==> config.mk <==
export PLATFORM = sky130hd
export DESIGN_NAME = program_loader
export DESIGN_NICKNAME = d
export VERILOG_FILES = /design/src/rtl/program_loader_pkg.sv /design/src/rtl/program_loader_uart_rx_byte.sv /design/src/rtl/program_loader.sv
export SDC_FILE = /design/constraint.sdc
export NUM_CORES = 1
export LEC_CHECK = 0
export ABC_AREA = 1
export CORE_UTILIZATION = 40
export DETAILED_ROUTE_END_ITERATION = 7
export PLACE_DENSITY = 0.69
export SYNTH_ARGS = -nofsm -noshare
export SYNTH_HDL_FRONTEND = slang
export SYNTH_HIERARCHICAL = 1
export SYNTH_SLANG_ARGS = --single-unit
==> constraint.sdc <==
create_clock -name clk -period 2.2 [get_ports clk]
set_input_delay 0.33 -clock clk [delete_from_list [all_inputs] [get_ports clk]]
set_output_delay 0.33 -clock clk [all_outputs]
set_load 0.02 [all_outputs]
==> src/rtl/program_loader_pkg.sv <==
// Shared loader types: FSM encodings, frame header byte, global bus widths.
// CSUM exists only when PROGRAM_LOADER_CHECKSUM_EN is defined.
package program_loader_pkg;

  localparam int GLB_DATA_W = 16;
  localparam int GLB_ADDR_W = 8;

  localparam logic [7:0] HDR_BYTE = 8'hA5;

  typedef enum logic [2:0] {
    ST_IDLE  = 3'd0,
    ST_LEN   = 3'd1,
    ST_DATA  = 3'd2,
`ifdef PROGRAM_LOADER_CHECKSUM_EN
    ST_CSUM  = 3'd3,
`endif
    ST_RUN   = 3'd4,
    ST_ERROR = 3'd5
  } ldr_state_t;

  typedef enum logic [1:0] {
    RX_IDLE  = 2'd0,
    RX_START = 2'd1,
    RX_DATA  = 2'd2,
    RX_STOP  = 2'd3
  } rx_state_t;

  function automatic logic is_loading(ldr_state_t s);
    logic r;
    r = (s == ST_LEN) || (s == ST_DATA);
`ifdef PROGRAM_LOADER_CHECKSUM_EN
    r = r || (s == ST_CSUM);
`endif
    return r;
  endfunction

endpackage

==> src/rtl/program_loader_uart_rx_byte.sv <==
// 8N1 UART byte receiver; 2-flop sync, mid-bit sampling, byte_valid/frame_err pulse at mid-stop.
// No backpressure: each received byte is presented for exactly one cycle.
module uart_rx_byte
  import program_loader_pkg::*;
#(
  parameter int CLKS_PER_BIT = 434
) (
  input  logic       clk,
  input  logic       rst,
  input  logic       rx,
  output logic [7:0] byte_data,
  output logic       byte_valid,
  output logic       frame_err
);

  localparam int            CW   = $clog2(CLKS_PER_BIT) + 1;
  localparam logic [CW-1:0] FULL = CW'(CLKS_PER_BIT - 1);
  localparam logic [CW-1:0] HALF = CW'(CLKS_PER_BIT / 2 - 1);

  rx_state_t     st, st_n;
  logic          rx_meta, rx_sync, rx_prev;
  logic [CW-1:0] cnt;
  logic [2:0]    bit_idx;
  logic [7:0]    shreg;

  assign byte_data = shreg;

  always_comb begin
    st_n = st;
    case (st)
      RX_IDLE:  if (rx_prev && !rx_sync) st_n = RX_START;
      // a start bit that is high again at mid-bit was only a glitch
      RX_START: if (cnt == HALF) st_n = rx_sync ? RX_IDLE : RX_DATA;
      RX_DATA:  if (cnt == FULL && bit_idx == 3'd7) st_n = RX_STOP;
      RX_STOP:  if (cnt == FULL) st_n = RX_IDLE;
      default:  st_n = RX_IDLE;
    endcase
  end

  always_ff @(posedge clk or posedge rst) begin
    if (rst) begin
      st         <= RX_IDLE;
      rx_meta    <= 1'b1;
      rx_sync    <= 1'b1;
      rx_prev    <= 1'b1;
      cnt        <= '0;
      bit_idx    <= '0;
      shreg      <= '0;
      byte_valid <= 1'b0;
      frame_err  <= 1'b0;
    end else begin
      st         <= st_n;
      rx_meta    <= rx;
      rx_sync    <= rx_meta;
      rx_prev    <= rx_sync;
      byte_valid <= 1'b0;
      frame_err  <= 1'b0;
      case (st)
        RX_IDLE: begin
          cnt     <= '0;
          bit_idx <= '0;
        end
        RX_START: cnt <= (cnt == HALF) ? '0 : cnt + CW'(1);
        RX_DATA: begin
          if (cnt == FULL) begin
            cnt     <= '0;
            shreg   <= {rx_sync, shreg[7:1]};
            bit_idx <= bit_idx + 3'd1;
          end else begin
            cnt <= cnt + CW'(1);
          end
        end
        RX_STOP: begin
          if (cnt == FULL) begin
            cnt        <= '0;
            byte_valid <= rx_sync;
            frame_err  <= !rx_sync;
          end else begin
            cnt <= cnt + CW'(1);
          end
        end
        default: cnt <= '0;
      endcase
    end
  end

endmodule

==> src/rtl/program_loader.sv <==
// UART boot loader: writes framed image to RAM from address 1, then hands the bus to the CPU.
// Write 1 cycle after last byte of a word; no backpressure. Checksum byte: PROGRAM_LOADER_CHECKSUM_EN.
module program_loader
  import program_loader_pkg::*;
#(
  parameter int DATA_W       = GLB_DATA_W,
  parameter int ADDR_W       = GLB_ADDR_W,
  parameter int CLKS_PER_BIT = 434
) (
  input  logic              clk,
  input  logic              rst,
  input  logic              rx,
  input  logic [ADDR_W-1:0] cpu_addr,
  input  logic              cpu_read,
  input  logic              cpu_write,
  input  logic [DATA_W-1:0] cpu_wdata,
  output logic [ADDR_W-1:0] ram_addr,
  output logic              ram_read,
  output logic              ram_write,
  output logic [DATA_W-1:0] ram_wdata,
  output logic              cpu_enable,
  output logic              load_busy,
  output logic              load_error
);

  localparam int             BPW       = DATA_W / 8;
  localparam int             BIW       = (BPW > 1) ? $clog2(BPW) : 1;
  localparam logic [BIW-1:0] LAST_BYTE = BIW'(BPW - 1);

  logic [7:0]        byte_data;
  logic              byte_valid;
  logic              frame_err;

  ldr_state_t        state, state_n;
  logic [7:0]        word_cnt;
  logic [ADDR_W-1:0] wr_addr;
  logic [BIW-1:0]    byte_idx;
  logic [DATA_W-1:0] word_reg, word_next;
  logic              word_done;
  logic [ADDR_W-1:0] ram_addr_q;
  logic              ram_write_q;
  logic [DATA_W-1:0] ram_wdata_q;
`ifdef PROGRAM_LOADER_CHECKSUM_EN
  logic [7:0]        csum;
`endif

  uart_rx_byte #(.CLKS_PER_BIT(CLKS_PER_BIT)) u_rx (
    .clk        (clk),
    .rst        (rst),
    .rx         (rx),
    .byte_data  (byte_data),
    .byte_valid (byte_valid),
    .frame_err  (frame_err)
  );

  assign word_next = (word_reg >> 8) | (DATA_W'(byte_data) << (DATA_W - 8));
  assign word_done = byte_valid && (byte_idx == LAST_BYTE);

  always_comb begin
    state_n = state;
    case (state)
      ST_IDLE:  if (byte_valid && byte_data == HDR_BYTE) state_n = ST_LEN;
      ST_LEN: begin
        if (frame_err)       state_n = ST_ERROR;
        else if (byte_valid) state_n = (byte_data == 8'd0) ? ST_ERROR : ST_DATA;
      end
      ST_DATA: begin
        if (frame_err) state_n = ST_ERROR;
`ifdef PROGRAM_LOADER_CHECKSUM_EN
        else if (word_done && word_cnt == 8'd1) state_n = ST_CSUM;
      end
      ST_CSUM: begin
        if (frame_err)       state_n = ST_ERROR;
        else if (byte_valid) state_n = (byte_data == csum) ? ST_RUN : ST_ERROR;
`else
        else if (word_done && word_cnt == 8'd1) state_n = ST_RUN;
`endif
      end
      ST_RUN:   state_n = ST_RUN;
      ST_ERROR: if (byte_valid && byte_data == HDR_BYTE) state_n = ST_LEN;
      default:  state_n = ST_IDLE;
    endcase
  end

  always_ff @(posedge clk or posedge rst) begin
    if (rst) begin
      state       <= ST_IDLE;
      word_cnt    <= '0;
      wr_addr     <= '0;
      byte_idx    <= '0;
      word_reg    <= '0;
      ram_addr_q  <= '0;
      ram_write_q <= 1'b0;
      ram_wdata_q <= '0;
`ifdef PROGRAM_LOADER_CHECKSUM_EN
      csum        <= '0;
`endif
    end else begin
      state       <= state_n;
      ram_write_q <= 1'b0;
      if (state == ST_LEN && byte_valid) begin
        word_cnt <= byte_data;
        wr_addr  <= ADDR_W'(1);
        byte_idx <= '0;
`ifdef PROGRAM_LOADER_CHECKSUM_EN
        csum     <= '0;
`endif
      end
      if (state == ST_DATA && byte_valid) begin
        word_reg <= word_next;
`ifdef PROGRAM_LOADER_CHECKSUM_EN
        csum     <= csum + byte_data;
`endif
        if (word_done) begin
          byte_idx    <= '0;
          ram_write_q <= 1'b1;
          ram_addr_q  <= wr_addr;
          ram_wdata_q <= word_next;
          wr_addr     <= wr_addr + ADDR_W'(1);
          word_cnt    <= word_cnt - 8'd1;
        end else begin
          byte_idx <= byte_idx + BIW'(1);
        end
      end
    end
  end

  // held off while the final loader write is still on the bus
  assign cpu_enable = (state == ST_RUN) && !ram_write_q;
  assign load_busy  = is_loading(state);
  assign load_error = (state == ST_ERROR);

  assign ram_addr  = cpu_enable ? cpu_addr  : ram_addr_q;
  assign ram_read  = cpu_enable ? cpu_read  : 1'b0;
  assign ram_write = cpu_enable ? cpu_write : ram_write_q;
  assign ram_wdata = cpu_enable ? cpu_wdata : ram_wdata_q;

endmodule

### After elaboration in Yosys (flattened, before gate mapping)

Cells that the tools add are included.

* register bits: 89
* output and inout port bits: 29
* logic and storage cells: 103

* bitwise gates (word level): 1
* multiplexer cells: 37
* add/sub/neg operators: 5
* eq/ne operators: 20
* reduce and logical (&&, ||, !) cells: 23

Operators with widths (number)
* $mux W8: 7
* $pmux W10 S3: 1
* $mux W3: 7
* $mux W10: 2
* $mux W16: 1
* $or A8 B16 Y16: 1
* $ne A2 B1 Y1 const B: 6
* $pmux W3 S4: 1
* $mux W1: 11
* $add A10 B1 Y10 const B: 1
* $eq A10 B8 Y1 const B: 1
* $eq A10 B9 Y1 const B: 1
* $mux W2: 5
* $eq A3 B3 Y1 const B: 3
* $add A8 B1 Y8 const B: 1
* $eq A8 B1 Y1 const B: 1
* $eq A8 B8 Y1 const B: 1
* $logic_and A1 B1 Y1: 8
* $logic_not A8 Y1: 1
* $pmux W2 S4: 1
* $sub A8 B1 Y8 const B: 1
* $pmux W3 S2: 1
* $reduce_and A2 Y1: 3
* $eq A2 B2 Y1 const B: 2
* other kinds (15): 18

### Longest topological paths before layout

Gate-level depths: netlist of run 1.

* depth after elaboration: 5
* gate-level depth with buffers: 11

### By module

The synthesis of run 1 kept the hierarchy.

Modules (own cells, without submodules)
* program_loader: cells each 386, sequential area each 1326.3 µm², area each 2849.0 µm², times used 1
* uart_rx_byte: cells each 153, sequential area each 704.4 µm², area each 1376.3 µm², times used 1

### Worst setup path before layout of run 1

OpenSTA, ideal clock, no wires.

* kind: register to output
* start: register state[0]
* end: output ram_read
* cell stages (with the launch flop): 7
* required time: 1.870 ns
* data arrival time: 1.363 ns
* path slack: 0.507 ns
* cell sequence: dfrtp_1 -> nor2_1 -> nand2_1 -> nor2_4 -> inv_2 -> buf_2 -> nor2_1

* word-level cells in the longest chain between the ends: 3

RTL lines
* from (decl): RTL line program_loader.sv:34 `ldr_state_t state, state_n;`
* from (signal assigned): RTL line program_loader.sv:99 `state <= state_n;`
* $eq A3 B3 Y1: RTL line program_loader.sv:129 `assign cpu_enable = (state == ST_RUN) && !ram_write_q;`
* $logic_and A1 B1 Y1: RTL line program_loader.sv:129
* $mux W1: RTL line program_loader.sv:134 `assign ram_read = cpu_enable ? cpu_read : 1'b0;`
* to (decl): RTL line program_loader.sv:18 `output logic ram_read,`

No other way between the ends.

### Worst setup path after layout of run 1

* start: register state[1]
* end: output ram_addr[6]

* word-level cells in the longest chain between the ends: 3

RTL lines
* $eq A3 B3 Y1: RTL line program_loader.sv:129
* $logic_and A1 B1 Y1: RTL line program_loader.sv:129
* $mux W8: RTL line program_loader.sv:133 `assign ram_addr = cpu_enable ? cpu_addr : ram_addr_q;`
* to (decl): RTL line program_loader.sv:17 `output logic [ADDR_W-1:0] ram_addr,`

No other way between the ends.

==> out/summary.md, run 1 <==
The flow ran to the end, but the final reports show violations. The final reports fail on negative setup slack. The most numerous cell on the critical path was sky130_fd_sc_hd__buf_6. For the number of hold violations in the final report, the log shows 0. In this run the worst hold path is classified as primary input to asynchronous set/reset pin. For the number of levels the H-tree was split into, the log shows 3. The overall routing resource usage is 0.184. Summing all placed instances gives a cell area of 4980 um^2. Across the VDD grid, the largest voltage drop is 0.428 mV.

The netlist uses 36 different library cells. The largest incremental delay on the critical path is 0.39 ns. The leakage power total was 2.73 nW; the number of diodes was 0. Clock tree synthesis found a total of 81 sinks.

Clock tree synthesis selected as its root buffer the cell sky130_fd_sc_hd__clkbuf_8. Overall overflow remaining after global route: 0. On the final layout, the worst hold slack is 0.323 ns. Setup repair after global routing could not meet its margin everywhere. The final period utilization works out to 1.02.

The worst setup slack after layout was -0.0516 ns. TritonCTS built the clock tree. Register area share after synthesis: 0.481. The area of the mapped netlist is 4230 um^2. The post-place setup slack came out at 0.0636 ns. The number of synthesized register bits was 81. The run gives 16500 um as the wire length of the first global-routing pass. The sum of routed wire length over all layers came out at 9720 um. STA classifies the critical path endpoint as a primary output.

The run gives 0.00973 ns as the worst-case clock skew. The die is 105 um tall. The net count of the finished layout is 661.

For this block, the initial DRC count from the detailed router was 258. The number of flip-flops in the largest register works out to 16. The standard-cell row count came out at 37.

Cell count after synthesis: 539. In the routed design, unresolved DRC markers number 0. The slowest stage of the critical path is the sky130_fd_sc_hd__dfrtp_1 cell.

During I/O placement, the number of pins put on the boundary was 58. STA puts the critical path data arrival time at 1.92 ns. The worst setup path is of the register to primary output kind. The final critical path time including I/O delays and setup was 2.25 ns; the total power was 0.00321 W. The worst path required time is 1.87 ns, and the area overhead of the layout relative to synthesis is 28.5%. The mean instance size in the synthesized netlist was 7.84 um^2.

The tool flagged a number of max-cap violations equal to 0. Traced cell by cell, the critical path runs through nor2_2 -> nand2_2 -> buf_6 -> nor2_4 -> buf_6 -> buf_6 -> buf_6 -> buf_8 -> nand2_4 -> nand2_2 -> buf_6. STA classifies the critical path startpoint as a register.

The logs give 0 for the initial antenna violation count and 0 for the count of pins over their slew limit. The cell family contributing the most delay on the critical path is buffers and inverters. During synthesis, Yosys emitted a total of 6 warnings. The buffer depth of the longest clock path was 2. Dividing total power by cell area gives a power density of 590 nW/um^2. The layout cell share with drive strength beyond 1 is 0.218.

The length of the first detailed-routing pass in iterations is 5, and the combined buffer and inverter count along the critical path is 6. The tools report the antenna violation net count after detailed routing as 0. With fillers left out, the area of the finished cells amounts to 5430 um^2. The layout filler cell count came out at 949. The area enclosed by the die boundary came out at 11000 um^2.

The logs give 3593 for the number of global-route vias before repair and 2030 um^2 for the area of all sequential standard cells. The die is 105 um wide. The number of buffers inserted by port buffering came out at 57. The logs give 1920 um^2 for the area used by multi-input combinational logic and 444 MHz for the maximum frequency from static timing analysis. Of all nets on the critical path, the largest fanout is 5. Post-CTS clock slew at the launch and capture registers of the worst setup and hold paths: 0.09 ns.

Hold repair after CTS inserted 0 buffers. For the pin with the worst max-slew slack, the measured transition is 0.424 ns. Entering global routing, the biggest net connects 29 pins. Clock tree synthesis inserted a total of 9 buffers. The global placer's final weighted congestion was 0.872. For the total vias in the final route, the log shows 3738. The logs give 576 for the total nets after synthesis and 10300 um^2 for the floorplan core area. For the effective utilization at floorplan, the log shows 0.411. The largest registers in the layout are ram_wdata_q (16), u_rx/cnt (10). Setup violations remaining at the end of the flow were counted as 9.

The register ranked first by flip-flop count was ram_wdata_q. The headroom to the max-slew limit came out at 0.716. The final routed wire length divided by cell count came out at 12.7 um. Total half-perimeter wirelength after legalization and detailed placement: 6720 um. Clock insertion delay at the later pin of the skew report: 0.35 ns. Dividing the detail-routed via count by the number of cells gives 4.89. The fraction of the core area covered by cells at the end of the flow was 0.528.
path summary, 6_finish.rpt:
path	from	to	slack, ns	depth (start not counted)
setup reg to reg	state[1]	state[2]	0.13	17
min in group clk	u_rx/rx_meta	u_rx/rx_sync	0.36	0
hold / removal	rst	word_reg[10]	0.32	2
hold reg to reg	u_rx/rx_meta	u_rx/rx_sync	0.36	0
setup / recovery	state[1]	ram_addr[6]	-0.05	11
max in group asynchronous	rst	wr_addr[5]	1.37	3
cells in the mapped netlist (all sizes together):
master	instances	share of area
nand2	203	0.19
dfrtp	78	0.46
inv	70	0.063
o21ai	57	0.076
nor2	43	0.048
nand3	21	0.031
buf	12	0.022
a21oi	10	0.012
nor3	10	0.012
ha	8	0.024
o22ai	6	0.0089
nand4	5	0.0074
dfstp	3	0.019
a211oi	2	0.0047
a31oi	2	0.0030
xor2	2	0.0041
a22oi	1	0.0018
a31o	1	0.0021
clkbuf	1	0.00089
nor4	1	0.0050
o21a	1	0.0018
o221a	1	0.0027
xnor2	1	0.0021
cell type report:
cell class,instances,share of cell area
clock buffer,9,0.0228
clock inverter,7,0.0184
inverter,70,0.0493
multi-input combinational,375,0.354
sequential,81,0.374
tap,136,0.0313
timing repair buffer,87,0.150
kinds of logic (layout without fill, tap and decap cells):
| group | Yosys count | in the layout | synth area share |
|---|---|---|---|
| simple gates | 283 | 283 | 0.291 |
| flops | 81 | 81 | 0.481 |
| xor+xnor | 3 | 3 | 0.00622 |
| fa+ha+maj | 8 | 8 | 0.0237 |
| compound gates | 81 | 81 | 0.113 |
| buf+inv | 83 | 173 | 0.0856 |
per-stage QoR:
step	TNS, ns	cells
3_3_place_gp	0	730
5_1_grt	-1.39	765
4_1_cts	-0.152	761
2_1_floorplan	0	539
6_report	-0.320	765
3_5_place_dp	0	730
routing by layer:
metal	routed length (um)	track usage	up-vias
li1	-	-	1871
met1	4280	0.239	1730
met2	4690	0.298	116
met3	569	0.0493	21
met4	175	0.0573	0
met5	0	0.00476	-
worst reg2reg max path: cells and delay by family, from the launching register on:
| family | cells | cell delay [ns] |
|---|---|---|
| buffers and inverters | 11 | 1.11 |
| AND/OR/NAND/NOR | 6 | 0.50 |
| flip-flops | 1 | 0.39 |
where the power goes:
group	switching, W	total [W]	internal, W	leakage, nW
clock network	0.000575	0.00123	0.000652	0.115
logic	0.000233	0.000383	0.000150	1.50
registers	0.0000620	0.00160	0.00153	1.12
total	0.000870	0.00321	0.00234	2.73
placed cells by master (no fill, tap or decap), types with 2 or more instances in the layout:
master / netlist / layout
sky130_fd_sc_hd__o22ai_1: 6 / 6
sky130_fd_sc_hd__nor2_1: 36 / 35
sky130_fd_sc_hd__nor2_2: 2 / 3
sky130_fd_sc_hd__o21ai_1: 13 / 13
sky130_fd_sc_hd__nand2_2: 5 / 18
sky130_fd_sc_hd__dfrtp_1: 78 / 78
sky130_fd_sc_hd__nand2_4: 2 / 9
sky130_fd_sc_hd__bufinv_16: 0 / 2
sky130_fd_sc_hd__nand3_2: 3 / 3
sky130_fd_sc_hd__buf_6: 4 / 23
sky130_fd_sc_hd__inv_1: 63 / 61
sky130_fd_sc_hd__nor2_4: 5 / 5
sky130_fd_sc_hd__dfstp_2: 3 / 3
sky130_fd_sc_hd__buf_4: 3 / 16
sky130_fd_sc_hd__clkbuf_8: 0 / 9
sky130_fd_sc_hd__ha_1: 8 / 8
sky130_fd_sc_hd__xor2_1: 2 / 2
sky130_fd_sc_hd__nor3_1: 10 / 10
sky130_fd_sc_hd__o21ai_0: 34 / 34
sky130_fd_sc_hd__buf_12: 0 / 2
sky130_fd_sc_hd__nand4_1: 5 / 5
sky130_fd_sc_hd__inv_6: 0 / 3
sky130_fd_sc_hd__inv_4: 1 / 2
sky130_fd_sc_hd__clkdlybuf4s50_1: 0 / 29
sky130_fd_sc_hd__nand2_1: 196 / 176
sky130_fd_sc_hd__a31oi_1: 2 / 2
sky130_fd_sc_hd__o21ai_2: 10 / 10
sky130_fd_sc_hd__nand3_1: 17 / 17
sky130_fd_sc_hd__clkbuf_2: 0 / 14
sky130_fd_sc_hd__inv_2: 6 / 7
sky130_fd_sc_hd__a21oi_1: 10 / 10
what timing repair did:
item	4_1_cts	5_1_grt
setup buffers	15	5
gates resized for setup	57	103
hold endpoints to repair	0	0
setup endpoints to repair	27	27
cloned	0	1
pin swaps	1	13
Power figures use the tool's default switching activity.
==> inputs of run 2 (changes only) <==
CORE_ASPECT_RATIO = 1.5   (was default)
==> run 2 against run 1 <==
The run now ends clean. Highest routed layer unchanged. Core utilization decreased by 1.8 points. Hold slack better by 0.028 ns. Cell area is 4.2% lower. Setup slack better by 0.21 ns. Die area hardly changed. Critical path type unchanged. Total power grew 7.5%.
==> out/summary.md, run 2 (same netlist as run 1, synthesis figures left out) <==
The flow ran to the end, and the final reports show no timing, DRC or antenna violations. The number of hold violations in the final report came out at 0 (unchanged). The total vias in the final route is 3546 (-5.1%), and the number of instances in the placed design is 729 (-0.14%). The post-cts repair resize count is 15 (-74%), and the post-CTS clock slew at the launch and capture registers of the worst setup and hold paths is 0.06 ns (-0.03 ns). The x dimension of the die is 85.9 um (-18%), and the effective utilization at floorplan is 0.415 (+0.00348). The cell area reported after detailed placement came out at 4940 um^2 (-0.78%).

The clock insertion delay at the later pin of the skew report was 0.34 ns (about the same). The headroom to the max-slew limit was 0.706 (-0.0100). The tools report the startpoint kind of the worst setup timing path as a register.

Counting flops per register, the top entry is ram_wdata_q. The leading cell type in the layout, fill and taps excluded is sky130_fd_sc_hd__nand2_1. In this run the most critical hold path is launched from u_rx/rx_meta. The run gives 54 (+86%) as the maximum number of pins on one net before global-route repair. The run gives 0.351 ns (+0.0275 ns) as the post-route worst hold slack. The maximum frequency from static timing analysis came out at 490 MHz (+10%). The post-route non-filler standard cell count is 745 (-2.6%).

After global routing, the most crowded layer is met2. The transition time at the pin with the least slew margin came out at 0.439 ns (+0.0155 ns). The count of pins over their slew limit was 0 (unchanged).

TritonCTS built the clock tree. The logs give 0.0457 (-0.00356) for the global-route met3 utilization and 0 (-9) for the number of endpoints failing setup at the final stage. The run gives 0 (unchanged) as the number of hold buffers added after CTS. The power density over the cells was 663 nW/um^2 (+12%); the layout filler cell count was 989 (+4.2%).

For the buffer depth of the longest clock path, the log shows 2 (unchanged). Worst endpoint data arrival time: 1.71 ns (-0.21 ns). From synthesis to final layout, the design area changed by 23.1%. Largest driver fanout on the critical path: 25 (+20).

The run gives 0.324 (+0.0264) as the global routing met2 resource utilization. The largest registers in the layout are ram_wdata_q (16), u_rx/cnt (10). The number of clock buffers inserted by TritonCTS is 9 (unchanged). In this run the clock root is driven by a sky130_fd_sc_hd__clkbuf_16.

For the initial antenna violation count, the log shows 0 (unchanged). The layout cell share with drive strength beyond 1 is 0.129 (-0.0887), and the number of levels the H-tree was split into is 3 (unchanged). The worst voltage drop across the vdd grid is 0.488 mV (+14%).

The final routed wire length divided by cell count is 12.2 um (-3.8%), and the ratio of routed vias to standard cells is 4.76 (-2.6%). Global routing met1 resource utilization: 0.196 (-0.0426). The final standard cell area without fillers is 5200 um^2 (-4.2%), and the final period utilization is 0.927 (-0.0965). The logs give 0.181 (-0.00312) for the overall routing resource usage and 0 (unchanged) for the antenna violation net count after detailed routing. The tools report the area enclosed by the die boundary as 11000 um^2 (about the same). For the global placer's final weighted congestion, the log shows 0.941 (+8.0%).

The classification of the worst setup path is register to primary output. The total power is 0.00345 W (+7.5%). The tools report the number of diodes as 0 (unchanged). The detailed-route DRC error count was 0 (unchanged); the total half-perimeter wirelength after legalization and detailed placement was 6620 um (-1.5%). The standard-cell row count is 45 (+22%), and the worst-case clock skew is 0.00855 ns (-0.00117 ns). The final critical path time including I/O delays and setup was 2.04 ns (-0.212 ns); the number of buffers inserted by port buffering was 57 (unchanged).

The library cells used most frequently in the layout, excluding fill and tap cells, are sky130_fd_sc_hd__nand2_1, sky130_fd_sc_hd__dfrtp_1, sky130_fd_sc_hd__inv_1. The max-cap violation count is 0 (unchanged). The run gives 1.87 ns (about the same) as the worst path required time. Y dimension of the die: 128 um (+22%). Leakage power total: 2.74 nW (+0.53%). The worst register-to-register path begins at state[0]. The run gives 58 (unchanged) as the number of top-level pins.

The wire length of the first global-routing pass came out at 15700 um (-5.3%). The count of nets after finishing came out at 636 (-3.8%). Setup repair after global routing left no endpoint under its margin. The kind of capture point of the worst setup path was a primary output. Class of the tightest hold or removal check: register to register. For the sink count of the clock tree, the log shows 81 (unchanged).

For the length of the first detailed-routing pass in iterations, the log shows 4 (-1). The number of flip-flops in the largest register came out at 16 (unchanged). The run gives 0 (-15) as the number of buffers inserted to repair setup after CTS. In this run the worst setup path begins at state[1]. The logs give 9100 um (-6.4%) for the sum of routed wire length over all layers and 10200 um^2 (-0.84%) for the floorplan core area.

The overall overflow remaining after global route is 0 (unchanged), and the initial detailed-routing violation count is 159 (-38%). The tools report the number of global-route vias before repair as 3482 (-3.1%).
==> run 2: power by group <==
group          total, W  internal [W]  switching [W]
clock network   0.00146      0.000889       0.000575
registers       0.00160       0.00154      0.0000665
logic          0.000380      0.000148       0.000232
==> run 2: per-layer routing <==
layer  up-vias  part of all wire  routed length [um]
met5         -                 0                   0
met4         0             0.028                 254
met3        17             0.055                 497
met2        92              0.51                4630
met1      1619              0.41                3720
li1       1818                 -                   -
==> run 2: final timing paths <==
kind / to / slack (ns) / depth (start not counted)
max: cpu_enable / 0.16 / 5
min: u_rx/rx_sync / 0.35 / 0
max reg2reg: wr_addr[3] / 0.54 / 7
min reg2reg: u_rx/rx_sync / 0.35 / 0
max in group asynchronous: u_rx/rx_meta / 1.48 / 3
min in group asynchronous: word_reg[10] / 0.39 / 3
==> run 2: worst max-delay path, cell delays in order, from the launching register on <==
cell and delay, ns:
sky130_fd_sc_hd__dfrtp_1 0.42, sky130_fd_sc_hd__nor2_1 0.15, sky130_fd_sc_hd__nand2_1 0.12, sky130_fd_sc_hd__nor2_4 0.16, sky130_fd_sc_hd__buf_12 0.18, sky130_fd_sc_hd__dlygate4sd2_1 0.34
==> run 2: layout make-up <==
type	instances	area (um^2)	share of cell area
Clock buffer	13	280	0.0539
Inverter	70	268	0.0515
Timing Repair Buffer	62	592	0.114
Sequential cell	81	2030	0.390
Multi-Input combinational cell	375	1830	0.352
Tap cell	141	176	0.0339
Clock inverter	3	21.3	0.00409
==> run 2: metrics by stage <==
step	setup WS [ns]	TNS (ns)	util
after global placement	0.167	0	0.485
after detailed placement	0.0951	0	0.485
after floorplan	0.507	0	-
after CTS	-0.227	-2.27	0.512
after global routing	0.0322	0	0.510
final	0.161	0	0.510
